File: config.mk
export PLATFORM = sky130hd
export DESIGN_NAME = jb_poll_sched_flat
export DESIGN_NICKNAME = d
export VERILOG_FILES = /design/src/rtl/jb_poll_sched_if.sv /design/src/rtl/jb_poll_sched.sv /design/src/flat_wrapper.sv
export SDC_FILE = /design/constraint.sdc
export NUM_CORES = 1
export LEC_CHECK = 0
export CAP_MARGIN = 15
export CORE_UTILIZATION = 43
export CTS_CLUSTER_DIAMETER = 50
export DETAILED_ROUTE_END_ITERATION = 10
export PLACE_DENSITY_LB_ADDON = 0.08
export SETUP_SLACK_MARGIN = 0.05
export SLEW_MARGIN = 15
export SYNTH_ARGS = -nofsm -noshare
export SYNTH_HDL_FRONTEND = slang
export SYNTH_SLANG_ARGS = --single-unit
File: constraint.sdc
create_clock -name clk -period 2.2 [get_ports clk]
set_clock_uncertainty 0.05 [all_clocks]
set_input_delay 0.44 -clock clk [delete_from_list [all_inputs] [get_ports clk]]
set_output_delay 0.44 -clock clk [all_outputs]
set_load 0.05 [all_outputs]
File: src/rtl/jb_poll_sched_if.sv
`default_nettype none
// ---------------------------------------------------------------------------
// jb_poll_sched_if : scheduler <-> JOYBUS host transceiver TX/RX link
// Rev 1.0
// ---------------------------------------------------------------------------
interface jb_poll_sched_if;
  logic        tx_start;
  logic [7:0]  tx_cmd;
  logic        tx_done;
  logic        rx_done;
  logic [31:0] rx_data;

  modport master (output tx_start, tx_cmd, input tx_done, rx_done, rx_data);
  modport slave  (input tx_start, tx_cmd, output tx_done, rx_done, rx_data);
endinterface
`default_nettype wire

File: src/rtl/jb_poll_sched.sv
`default_nettype none
// ---------------------------------------------------------------------------
// jb_poll_sched : periodic poll / software command scheduler for JOYBUS host
// Optional statistics counters: define JB_SCHED_STATS_EN.   Rev 1.0
// ---------------------------------------------------------------------------
module jb_poll_sched #(
  parameter int POLL_PERIOD = 416667,
  parameter int RX_TIMEOUT  = 2500,
  parameter int GAP_CYCLES  = 50,
  parameter int MAX_RETRY   = 2
) (
  input  logic            clk,
  input  logic            rst,
  input  logic            poll_en,
  input  logic            cmd_req,
  input  logic [7:0]      cmd_byte,
  output logic            cmd_ack,
  jb_poll_sched_if.master host,
  output logic [31:0]     resp_data,
  output logic [7:0]      resp_cmd,
  output logic            resp_valid,
  output logic            timeout_err,
  output logic            btn_A,
  output logic            btn_B,
  output logic            btn_Z,
  output logic            btn_S,
  output logic            busy
`ifdef JB_SCHED_STATS_EN
  ,
  output logic [15:0]     poll_count,
  output logic [15:0]     retry_count,
  output logic [15:0]     err_count
`endif
);

  localparam int PW   = (POLL_PERIOD > 1) ? $clog2(POLL_PERIOD) : 1;
  localparam int TMAX = (RX_TIMEOUT > GAP_CYCLES) ? RX_TIMEOUT : GAP_CYCLES;
  localparam int TW   = $clog2(TMAX + 1);
  localparam int RW   = (MAX_RETRY > 0) ? $clog2(MAX_RETRY + 1) : 1;

  localparam logic [PW-1:0] POLL_LAST = PW'(POLL_PERIOD - 1);
  localparam logic [TW-1:0] TMO_LOAD  = TW'(RX_TIMEOUT - 2);
  localparam logic [TW-1:0] GAP_LOAD  = TW'(GAP_CYCLES - 1);
  localparam logic [RW-1:0] RETRY_LIM = RW'(MAX_RETRY);
  localparam logic [7:0]    POLL_CMD  = 8'h01;

  typedef enum logic [2:0] {IDLE, ISSUE, WAIT_TX, WAIT_RX, GAP} state_t;

  state_t        state;
  logic [PW-1:0] poll_cnt;
  logic [TW-1:0] tmr;
  logic [RW-1:0] retry_cnt;
  logic          retry_pend;
  logic [3:0]    btn;
  logic          poll_due;
  logic          poll_launch;

  assign poll_due    = (poll_cnt == POLL_LAST);
  assign poll_launch = (state == IDLE) && !cmd_req && poll_due;
  assign busy        = (state != IDLE);
  assign {btn_A, btn_B, btn_Z, btn_S} = btn;

  always_ff @(posedge clk) begin
    if (rst || !poll_en || poll_launch)
      poll_cnt <= '0;
    else if (!poll_due)
      poll_cnt <= poll_cnt + PW'(1);
  end

  always_ff @(posedge clk) begin
    if (rst) begin
      state         <= IDLE;
      tmr           <= '0;
      retry_cnt     <= '0;
      retry_pend    <= 1'b0;
      host.tx_start <= 1'b0;
      host.tx_cmd   <= 8'h00;
      cmd_ack       <= 1'b0;
      resp_data     <= '0;
      resp_cmd      <= 8'h00;
      resp_valid    <= 1'b0;
      timeout_err   <= 1'b0;
      btn           <= 4'h0;
    end else begin
      host.tx_start <= 1'b0;
      cmd_ack       <= 1'b0;
      resp_valid    <= 1'b0;
      timeout_err   <= 1'b0;
      case (state)
        IDLE: begin
          if (cmd_req) begin
            host.tx_cmd   <= cmd_byte;
            host.tx_start <= 1'b1;
            cmd_ack       <= 1'b1;
            retry_cnt     <= '0;
            state         <= ISSUE;
          end else if (poll_due) begin
            host.tx_cmd   <= POLL_CMD;
            host.tx_start <= 1'b1;
            retry_cnt     <= '0;
            state         <= ISSUE;
          end
        end
        ISSUE: state <= WAIT_TX;
        WAIT_TX: begin
          // The response window spans RX_TIMEOUT cycles starting at the tx_done cycle.
          if (host.tx_done) begin
            tmr   <= TMO_LOAD;
            state <= WAIT_RX;
          end
        end
        WAIT_RX: begin
          if (host.rx_done) begin
            resp_data  <= host.rx_data;
            resp_cmd   <= host.tx_cmd;
            resp_valid <= 1'b1;
            if (host.tx_cmd == POLL_CMD)
              btn <= host.rx_data[31:28];
            retry_pend <= 1'b0;
            tmr        <= GAP_LOAD;
            state      <= GAP;
          end else if (tmr == '0) begin
            if (retry_cnt != RETRY_LIM) begin
              retry_cnt  <= retry_cnt + RW'(1);
              retry_pend <= 1'b1;
            end else begin
              timeout_err <= 1'b1;
              retry_pend  <= 1'b0;
            end
            tmr   <= GAP_LOAD;
            state <= GAP;
          end else begin
            tmr <= tmr - TW'(1);
          end
        end
        GAP: begin
          // A pending retry reissues the same byte without re-arbitrating.
          if (tmr == '0) begin
            if (retry_pend) begin
              host.tx_start <= 1'b1;
              retry_pend    <= 1'b0;
              state         <= ISSUE;
            end else begin
              state <= IDLE;
            end
          end else begin
            tmr <= tmr - TW'(1);
          end
        end
        default: state <= IDLE;
      endcase
    end
  end

`ifdef JB_SCHED_STATS_EN
  logic retry_evt;
  assign retry_evt = (state == WAIT_RX) && !host.rx_done && (tmr == '0) &&
                     (retry_cnt != RETRY_LIM);

  always_ff @(posedge clk) begin
    if (rst) begin
      poll_count  <= 16'h0000;
      retry_count <= 16'h0000;
      err_count   <= 16'h0000;
    end else begin
      if (resp_valid && (resp_cmd == POLL_CMD) && (poll_count != 16'hFFFF))
        poll_count <= poll_count + 16'd1;
      if (retry_evt && (retry_count != 16'hFFFF))
        retry_count <= retry_count + 16'd1;
      if (timeout_err && (err_count != 16'hFFFF))
        err_count <= err_count + 16'd1;
    end
  end
`else
  // statistics counters are not built in this configuration
`endif

endmodule
`default_nettype wire

File: src/flat_wrapper.sv
// flat-port wrapper written by rule: the top's interface ports become plain ports
module jb_poll_sched_flat 
#(
  parameter int POLL_PERIOD = 416667,
  parameter int RX_TIMEOUT  = 2500,
  parameter int GAP_CYCLES  = 50,
  parameter int MAX_RETRY   = 2
)
  (clk, rst, poll_en, cmd_req, cmd_byte, cmd_ack, resp_data, resp_cmd, resp_valid, timeout_err, btn_A, btn_B, btn_Z, btn_S, busy, host_tx_start, host_tx_cmd, host_tx_done, host_rx_done, host_rx_data);
  jb_poll_sched_if host_i ();
  input  logic clk;
  input  logic rst;
  input  logic poll_en;
  input  logic cmd_req;
  input  logic [7:0] cmd_byte;
  output logic cmd_ack;
  output logic [31:0] resp_data;
  output logic [7:0] resp_cmd;
  output logic resp_valid;
  output logic timeout_err;
  output logic btn_A;
  output logic btn_B;
  output logic btn_Z;
  output logic btn_S;
  output logic busy;
  output wire logic [$bits(host_i.tx_start)-1:0] host_tx_start;
  output wire logic [$bits(host_i.tx_cmd)-1:0] host_tx_cmd;
  input wire logic [$bits(host_i.tx_done)-1:0] host_tx_done;
  input wire logic [$bits(host_i.rx_done)-1:0] host_rx_done;
  input wire logic [$bits(host_i.rx_data)-1:0] host_rx_data;
  assign host_tx_start = host_i.tx_start;
  assign host_tx_cmd = host_i.tx_cmd;
  assign host_i.tx_done = host_tx_done;
  assign host_i.rx_done = host_rx_done;
  assign host_i.rx_data = host_rx_data;
  jb_poll_sched #(.POLL_PERIOD(POLL_PERIOD), .RX_TIMEOUT(RX_TIMEOUT), .GAP_CYCLES(GAP_CYCLES), .MAX_RETRY(MAX_RETRY)) u_core (.clk(clk), .rst(rst), .poll_en(poll_en), .cmd_req(cmd_req), .cmd_byte(cmd_byte), .cmd_ack(cmd_ack), .host(host_i), .resp_data(resp_data), .resp_cmd(resp_cmd), .resp_valid(resp_valid), .timeout_err(timeout_err), .btn_A(btn_A), .btn_B(btn_B), .btn_Z(btn_Z), .btn_S(btn_S), .busy(busy));
endmodule
==> run metrics, run 1 <==
status=complete, no violations; Peak VDD IR=0.435 mV; Required @ worst endpoint=1.71 ns; crit end category=primary output; CP Depth=1; Main synth FF type=dfxtp_1; Avg WL per Cell=14.2 µm; Synth top area share=0.461; slowest CP cell=clkdlybuf4s50_1; gr usage total=0.210; register area=1870 µm²; internal power=2.94 mW; Arr. time, crit path=1.61 ns; post-synth top area cell=dfxtp_1; Final Cell Area=5500 µm²; multi-input combinational cell area=2060 µm²; CP startpoint kind=flop; Post-synth top cells=104 x nand2_1, 93 x dfxtp_1, 65 x a21oi_1; initial core utilization=0.442; pins over their slew limit=0; initial antenna violation count=0; sequential power share=0.422; post-route ant nets=0; switching power total=1.58 mW; I/O pin total=103; Static Leak=1.96 nW; CTS tree=built; CTS root buf=clkbuf_8; Synth Register Bits=93; worst r2r dst=u_core.poll_cnt[3]$_SDFFE_PP0N_; GRT overflow=0; HP Start=u_core.resp_data[8]$_SDFFE_PP0P_; Syn-to-layout area delta=36.1%; Critical Path Source=u_core.host.tx_cmd[0]$_SDFFE_PP0P_; RePlAce Congestion=0.927; Post-synth EDFFs=0; crit path max fanout=4; PortBufs=102; CP max stage delay=0.85 ns; Clock power frac=0.259; Clk Latency, worst-skew pair=0.37 ns; Setup TNS=0 ns; Cell Chain, Critical Path=clkdlybuf4s50_1; RSZ-0062 raised after global routing=false; first-pass GRT wire length=16.3 mm; WP buf/inv=1; number of diodes=0; Period Utilization, post-route=0.955; CP endpoint=host_tx_cmd[0]; Worst Tran Pin Value=0.529 ns; Max Freq=476 MHz; Post-CTS Resized=0; Core Region=9150 µm²; final setup vio count=0; DRT Pass-1 Iters=6; Syn Inst Count=491; Mapped Nets=542; Iteration-0 DRC Markers=87; Num CTS Buffers=9; ys async rst share=0; Fin. Hold Viols=0; Combinational Power Share=0.318; fraction of layout cells with a size suffix above 1=0.113; Max Cap Viol=0; Post-layout nets=648; most frequent cell after synthesis=nand2_1; Clk pin slew, worst setup/hold paths=0.09 ns; Yosys warning count=0; DPL Wire Length=7.05 mm; register area share after synthesis=0.461; Die W=98.9 µm; Worst slew margin=0.646; Power Dens Cells=822 nW/µm²; Mapped Area=4040 µm²; crit path kind=flop to primary output; worst min-delay path category=flop to flop; Worst R2R Setup Slack=0.18 ns; Post-CTS Setup Inserts=0; H-tree levels=3; vias in the first global route=3356; largest net degree at the start of global routing=42; Min Clock Period, post-route=2.10 ns; Unique masters post-synth=62; Tot Pwr=4.52 mW; Worst Reg-to-Reg Cells=5; DIE AREA=9790 µm²; cell family with most CP delay=buffers and inverters; DP Area=5260 µm²; via count=3704; switch share=0.350; hold bufs inserted after CTS=0; DR vias/cell=5.19; buffers from clock root to sink, at most=2; Synth area leaders=dfxtp_1 46%, nand2_1 9.7%, a21oi_1 8.0%, nor2_1 3.9%, xor2_1 2.0%; RR Startpoint=u_core.poll_cnt[2]$_SDFFE_PP0N_; row cnt=35; FILL cells=832; Die Ht=98.9 µm; Clock Sinks=93; WL final=10.1 mm; Avg Cell Area, Syn=8.23 µm²; final routed DRC violation total=0
## cell families (layout without fill, tap and decap cells)
kind of cell	after synthesis	count (layout)	synth area share
muxes	6	6	0.0155
adders and majority gates	5	5	0.0155
AOI/OAI and AO/OA	111	111	0.163
DFF	93	93	0.461
and+or+nand+nor	223	223	0.272
buffers and inverters	37	148	0.0387
xor gates and xnor gates	16	16	0.0347
## layer usage
| metal | wire length [µm] | vias up | track usage |
|---|---|---|---|
| met1 | 4600 | 1728 | 0.263 |
| met5 | 0 | - | 0 |
| met4 | 163 | 0 | 0.0850 |
| li1 | - | 1888 | - |
| met3 | 475 | 12 | 0.0504 |
| met2 | 4850 | 76 | 0.347 |
## worst min-delay path by stage
stage          cells after the start  slack, ns                                end
6_report                           2       0.40   u_core.resp_data[8]$_SDFFE_PP0P_
5_1_grt                            2       0.43   u_core.resp_data[6]$_SDFFE_PP0P_
4_1_cts                            2       0.39      u_core.timeout_err$_SDFF_PP0_
3_5_place_dp                       2       0.40  u_core.resp_data[13]$_SDFFE_PP0P_
3_3_place_gp                       2       0.39  u_core.resp_data[30]$_SDFFE_PP0P_
2_1_floorplan                      1       0.40        u_core.tmr[10]$_SDFFE_PP0P_
## placed cells by master, fill, tap and decap left out, drive strengths merged, types with 3 or more instances in the layout
cell type,n
nand2,105
clkdlybuf4s50,100
dfxtp,93
a21oi,68
nor2,42
buf,21
o21ai,16
nor3,15
nand3,13
inv,12
clkbuf,11
xor2,9
xnor2,7
nand2b,6
nor4,6
and3,6
a31oi,5
nand4,5
ha,5
mux2i,4
nand3b,3
nor3b,3
o22ai,3
a2111oi,3
## sequential cells by signal, summed over array words and instances (netlist names)
signal                cells
u_core.poll_cnt          19
u_core.retry_pend         1
u_core.resp_data         32
u_core.host.tx_cmd        8
u_core.timeout_err        1
u_core.btn                4
u_core.host.tx_start      1
u_core.tmr               12
u_core.cmd_ack            1
u_core.resp_valid         1
u_core.resp_cmd           8
u_core.state              3
u_core.retry_cnt          2
## power groups by stage
stage	Combinational (mW)	Sequential [mW]	Clock, mW
floorplan	0.748	2.05	0
global placement	1.37	1.94	0
detailed placement	1.38	1.94	0
CTS	1.39	1.90	1.20
global route	1.55	1.93	1.27
finish	1.44	1.91	1.17
## through the flow
step,instances,hold WS [ns],setup WS (ns),util
3_3_place_gp,697,0.391,0.142,0.575
2_1_floorplan,491,0.400,0.298,-
3_5_place_dp,697,0.396,0.0976,0.575
5_1_grt,713,0.428,0.0575,0.601
6_report,713,0.405,0.0994,0.601
4_1_cts,713,0.390,0.0661,0.596
## final cells by class
class | instances | area share
clock buffers | 11 | 0.0257
clock inverters | 5 | 0.0107
inverters | 11 | 0.00751
multi-input cells | 361 | 0.375
flip-flops and latches | 93 | 0.339
well taps | 111 | 0.0253
repair buffers | 121 | 0.217
Note: power is estimated with default switching activity, not from simulation.
==> inputs of run 2 (changes only) <==
--- a/config.mk
+++ b/config.mk
@@ -7,6 +7,7 @@
 export LEC_CHECK = 0
 export CAP_MARGIN = 15
 export CORE_UTILIZATION = 43
+export CTS_BUF_LIST = sky130_fd_sc_hd__clkbuf_4
 export CTS_CLUSTER_DIAMETER = 50
 export DETAILED_ROUTE_END_ITERATION = 10
 export PLACE_DENSITY_LB_ADDON = 0.08
==> run metrics, run 2 (same netlist as run 1, synthesis figures left out) <==
status=complete, no violations; Cell Chain, Critical Path=or3_4 -> buf_4 -> buf_12; Non-Filler Instances=713 (unchanged); worst min-delay path category=input port to flop; Static Leak=2.45 nW (+25%); PortBufs=102 (unchanged); CTS tree=built; GRT overflow=0 (unchanged); largest net degree at the start of global routing=42 (unchanged); Worst Tran Pin Value=0.536 ns (+0.00682 ns); I/O pin total=103 (unchanged); Final Cell Area=5500 µm² (about the same); Worst slew margin=0.642 (-0.00403); Required @ worst endpoint=1.71 ns (about the same); Avg WL per Cell=14.1 µm (-0.29%); Util after Layout=0.601 (about the same); Peak VDD IR=0.396 mV (-9.1%); RSZ-0062 raised after global routing=true; Period Utilization, post-route=0.962 (+0.00729); most common cell after layout, fill and taps aside=nand2_1; slowest CP cell=or3_4; vias in the first global route=3389 (+0.98%); Biggest register=u_core.resp_data; Worst Reg-to-Reg Cells=5 (unchanged); Max Cap Viol=0 (unchanged); Min Clock Period, post-route=2.12 ns (+0.0160 ns); H-tree levels=3 (unchanged); crit path max fanout=12 (+8); fraction of layout cells with a size suffix above 1=0.115 (+0.00166); crit end category=primary output; hold slack final=0.339 ns (-0.0659 ns); Arr. time, crit path=1.63 ns (+0.02 ns); CP endpoint=busy; final setup vio count=0 (unchanged); first-pass GRT wire length=16.3 mm (-0.47%); Critical Path Source=u_core.state[2]$_SDFFE_PP0P_; CP max stage delay=0.43 ns (-0.42 ns); Tot Pwr=4.30 mW (-4.9%); Iteration-0 DRC Markers=95 (+9.2%); Num CTS Buffers=9 (unchanged); DPL Wire Length=7.05 mm (unchanged); Post-CTS Setup Inserts=0 (unchanged); Worst R2R Setup Slack=0.17 ns (about the same); Post-layout nets=648 (unchanged); placed cell count=697 (unchanged); RePlAce Congestion=0.927 (unchanged); initial antenna violation count=0 (unchanged); CP startpoint kind=flop; final worst slack=0.0833 ns (-0.0160 ns); DP Area=5260 µm² (unchanged); Die Ht=98.9 µm (unchanged); Clk pin slew, worst setup/hold paths=0.15 ns (+0.06 ns); via count=3753 (+1.3%); number of flip-flops in the largest register=32 (unchanged); post-route ant nets=0 (unchanged); CP Depth=3 (+2); Max Freq=472 MHz (-0.76%); pins over their slew limit=0 (unchanged); RR Startpoint=u_core.poll_cnt[2]$_SDFFE_PP0N_; top flop regs=u_core.resp_data (32), u_core.poll_cnt (19), u_core.tmr (12); row cnt=35 (unchanged); Die W=98.9 µm (unchanged); initial core utilization=0.442 (unchanged); gr usage total=0.207 (-0.00337); hold bufs inserted after CTS=0 (unchanged); DR vias/cell=5.26 (+1.3%); buffers from clock root to sink, at most=2 (unchanged); Core Region=9150 µm² (unchanged); Clock Sinks=93 (unchanged); cell family with most CP delay=simple AND/OR/NAND/NOR gates; Syn-to-layout area delta=36.0% (about the same); WP buf/inv=2 (+1); Fin. Hold Viols=0 (unchanged); FILL cells=827 (-0.60%); DIE AREA=9790 µm² (unchanged); crit path kind=flop to primary output; final routed DRC violation total=0 (unchanged); Setup TNS=0 ns (unchanged); worst r2r dst=u_core.poll_cnt[3]$_SDFFE_PP0N_; WL final=10.1 mm (-0.29%); most frequent cells in the layout=104 x nand2_1, 90 x dfxtp_1, 66 x clkdlybuf4s50_1; number of diodes=0 (unchanged); Clk Latency, worst-skew pair=0.43 ns (+0.06 ns); Power Dens Cells=783 nW/µm² (-4.8%); CTS root buf=clkbuf_4; DRT Pass-1 Iters=4 (-2); post-place setup slack=0.0976 ns (unchanged)
==> run 2: how the worst min path moves through the flow <==
stage | end | slack (ns) | from | depth (start not counted)
2_1_floorplan | u_core.tmr[10]$_SDFFE_PP0P_ | 0.40 | u_core.tmr[10]$_SDFFE_PP0P_ | 1
3_3_place_gp | u_core.resp_data[30]$_SDFFE_PP0P_ | 0.39 | u_core.resp_data[30]$_SDFFE_PP0P_ | 2
3_5_place_dp | u_core.resp_data[13]$_SDFFE_PP0P_ | 0.40 | u_core.resp_data[13]$_SDFFE_PP0P_ | 2
4_1_cts | u_core.timeout_err$_SDFF_PP0_ | 0.30 | rst | 2
5_1_grt | u_core.timeout_err$_SDFF_PP0_ | 0.34 | rst | 2
6_report | u_core.timeout_err$_SDFF_PP0_ | 0.34 | rst | 2
==> run 2: area by class of cell <==
class	instances	area [µm²]	share of cell area
Multi-Input combinational cell	361	2070	0.376
Sequential cell	93	1870	0.339
Timing Repair Buffer	121	1250	0.227
Tap cell	111	139	0.0253
Clock buffer	10	75.1	0.0137
Clock inverter	6	62.6	0.0114
Inverter	11	41.3	0.00751
==> run 2: what timing repair did <==
| item | in CTS | in global routing |
|---|---|---|
| pin swaps | 0 | 1 |
| endpoints found under the setup margin | 9 | 46 |
| resized for setup | 10 | 36 |
==> run 2: per-layer routing <==
metal,vias up,routed length [µm],track usage
met5,-,0,0
met4,0,123,0.0769
met3,9,553,0.0461
met2,107,4890,0.345
met1,1739,4500,0.260
li1,1898,-,-
==> run 2: power by group <==
part           internal (mW)  leakage [nW]  switching (mW)
Clock                  0.359        0.0704           0.596
Combinational          0.584          1.63           0.852
Sequential              1.79         0.754           0.122
Total                   2.73          2.45            1.57
==> inputs of run 3 (changes only) <==
--- a/config.mk
+++ b/config.mk
@@ -6,10 +6,13 @@
 export NUM_CORES = 1
 export LEC_CHECK = 0
 export CAP_MARGIN = 15
-export CORE_UTILIZATION = 43
+export CELL_PAD_IN_SITES_DETAIL_PLACEMENT = 0
+export CELL_PAD_IN_SITES_GLOBAL_PLACEMENT = 1
+export CORE_UTILIZATION = 37
 export CTS_BUF_LIST = sky130_fd_sc_hd__clkbuf_4
 export CTS_CLUSTER_DIAMETER = 50
 export DETAILED_ROUTE_END_ITERATION = 10
+export MAX_ROUTING_LAYER = met4
 export PLACE_DENSITY_LB_ADDON = 0.08
 export SETUP_SLACK_MARGIN = 0.05
 export SLEW_MARGIN = 15
==> run metrics, run 3 (same netlist as run 1, synthesis figures left out) <==
Power Dens Cells=800 nW/µm² (+2.2%); Worst slew margin=0.565 (-0.0773); WL final=10.5 mm (+4.3%); Num CTS Buffers=9 (unchanged); DPL Wire Length=7.49 mm (+6.2%); Clock Sinks=93 (unchanged); RePlAce Congestion=0.846 (-8.7%); CTS tree=built; Biggest register=u_core.resp_data; Avg WL per Cell=14.2 µm (+0.59%); first-pass GRT wire length=17.2 mm (+6.1%); status=complete, no violations; hold bufs inserted after CTS=0 (unchanged); worst min-delay path category=input port to flop; number of diodes=0 (unchanged); Syn-to-layout area delta=38.9%; PortBufs=102 (unchanged); most frequent cells in the layout=104 x nand2_1, 90 x dfxtp_1, 65 x a21oi_1; H-tree levels=3 (unchanged); Clk Latency, worst-skew pair=0.46 ns (+0.03 ns); Peak VDD IR=0.466 mV (+18%); final routed DRC violation total=0 (unchanged); Max Freq=473 MHz (+0.22%); crit path max fanout=12 (unchanged); initial antenna violation count=0 (unchanged); I/O pin total=103 (unchanged); Fin. Hold Viols=0 (unchanged); GRT overflow=0 (unchanged); Die W=107 µm (+7.6%); Required @ worst endpoint=1.71 ns (about the same); final setup vio count=0 (unchanged); most common cell after layout, fill and taps aside=nand2_1; row cnt=37 (+5.7%); via count=3697 (-1.5%); DIE AREA=11300 µm² (+16%); Setup TNS=0 ns (unchanged); gr usage total=0.197 (-0.0100); Final Cell Area=5620 µm² (+2.1%); crit end category=primary output; Period Utilization, post-route=0.960 (-0.00207); DP Area=5310 µm² (+0.98%); Clk pin slew, worst setup/hold paths=0.14 ns (about the same); DRT Pass-1 Iters=5 (+1); largest net degree at the start of global routing=47 (+12%); crit path kind=flop to primary output; final worst slack=0.0879 ns (+0.00456 ns); Die Ht=107 µm (+7.6%); post-route ant nets=0 (unchanged); number of flip-flops in the largest register=32 (unchanged); CTS root buf=clkbuf_4; RSZ-0062 raised after global routing=true; top flop regs=u_core.resp_data (32), u_core.poll_cnt (19), u_core.tmr (12); Post-layout nets=649 (+0.15%); vias in the first global route=3580 (+5.6%); Core Region=10500 µm² (+14%); Iteration-0 DRC Markers=192 (+100%); CP startpoint kind=flop; fraction of layout cells with a size suffix above 1=0.108 (-0.00682); Arr. time, crit path=1.62 ns (about the same); pins over their slew limit=0 (unchanged); post-place setup slack=0.0833 ns (-0.0143 ns); Static Leak=2.82 nW (+15%); buffers from clock root to sink, at most=2 (unchanged); Min Clock Period, post-route=2.11 ns (-0.00456 ns); Worst Tran Pin Value=0.653 ns (+0.117 ns); DR vias/cell=5.00 (-5.0%); initial core utilization=0.386 (-0.0553); Max Cap Viol=0 (unchanged); FILL cells=1028 (+24%)
## run 3: cell count changes in the layout (fill, tap and decap cells not counted), moves of 2 or more
cell,previous run,this run
dlymetal6s2s_1,26,44
bufinv_16,1,3
clkdlybuf4s50_1,66,47
nor3_2,2,0
nor3_1,12,14
## run 3: metal layers
layer,up-vias,share of wire,GRT usage
li1,1902,-,-
met1,1691,0.45,0.233
met2,84,0.48,0.324
met3,20,0.045,0.0509
met4,0,0.019,0.0665
met5,-,0,-
## run 3: final cells by class
cell class,count,area [µm²],share of cell area
multi-input cells,361,2040,0.364
flip-flops and latches,93,1870,0.332
repair buffers,122,1310,0.234
well taps,136,170,0.0303
clock inverters,7,114,0.0203
clock buffers,9,67.6,0.0120
inverters,11,41.3,0.00735
## run 3: worst paths after layout
check | slack (ns) | depth (start not counted) | end | start
setup / recovery | 0.09 | 3 | busy | u_core.state[2]$_SDFFE_PP0P_
hold / removal | 0.28 | 2 | u_core.state[2]$_SDFFE_PP0P_ | rst
setup reg to reg | 0.18 | 5 | u_core.retry_cnt[0]$_SDFFE_PP0P_ | u_core.poll_cnt[2]$_SDFFE_PP0N_
hold reg to reg | 0.41 | 2 | u_core.resp_data[24]$_SDFFE_PP0P_ | u_core.resp_data[24]$_SDFFE_PP0P_
## run 3: power by group
part | internal, mW | switching, mW | leakage (nW) | total [mW]
logic | 0.599 | 0.826 | 1.98 | 1.42
registers | 1.79 | 0.124 | 0.754 | 1.91
clock network | 0.569 | 0.586 | 0.0896 | 1.16
total | 2.96 | 1.54 | 2.82 | 4.49
## run 3: through the flow
step           cells  utilization  hold WS [ns]  power [mW]
6_report         739        0.537         0.282        4.49
5_1_grt          739        0.537         0.261        4.75
4_1_cts          739        0.524         0.261        4.50
3_5_place_dp     723        0.508         0.397        3.35
3_3_place_gp     723        0.508         0.391        3.34
2_1_floorplan    491            -         0.400        2.80
## run 3: repair_timing
action                     in CTS  in global routing
pin swaps                       0                  1
resized for setup              11                 48
setup endpoints to repair      10                 53
buffers inserted                0                  0
## run 3: worst max-delay path: stages (launching register included)
cell and delay, ns:
dfxtp_2 0.41, or3_4 0.43, buf_4 0.18, buf_12 0.15
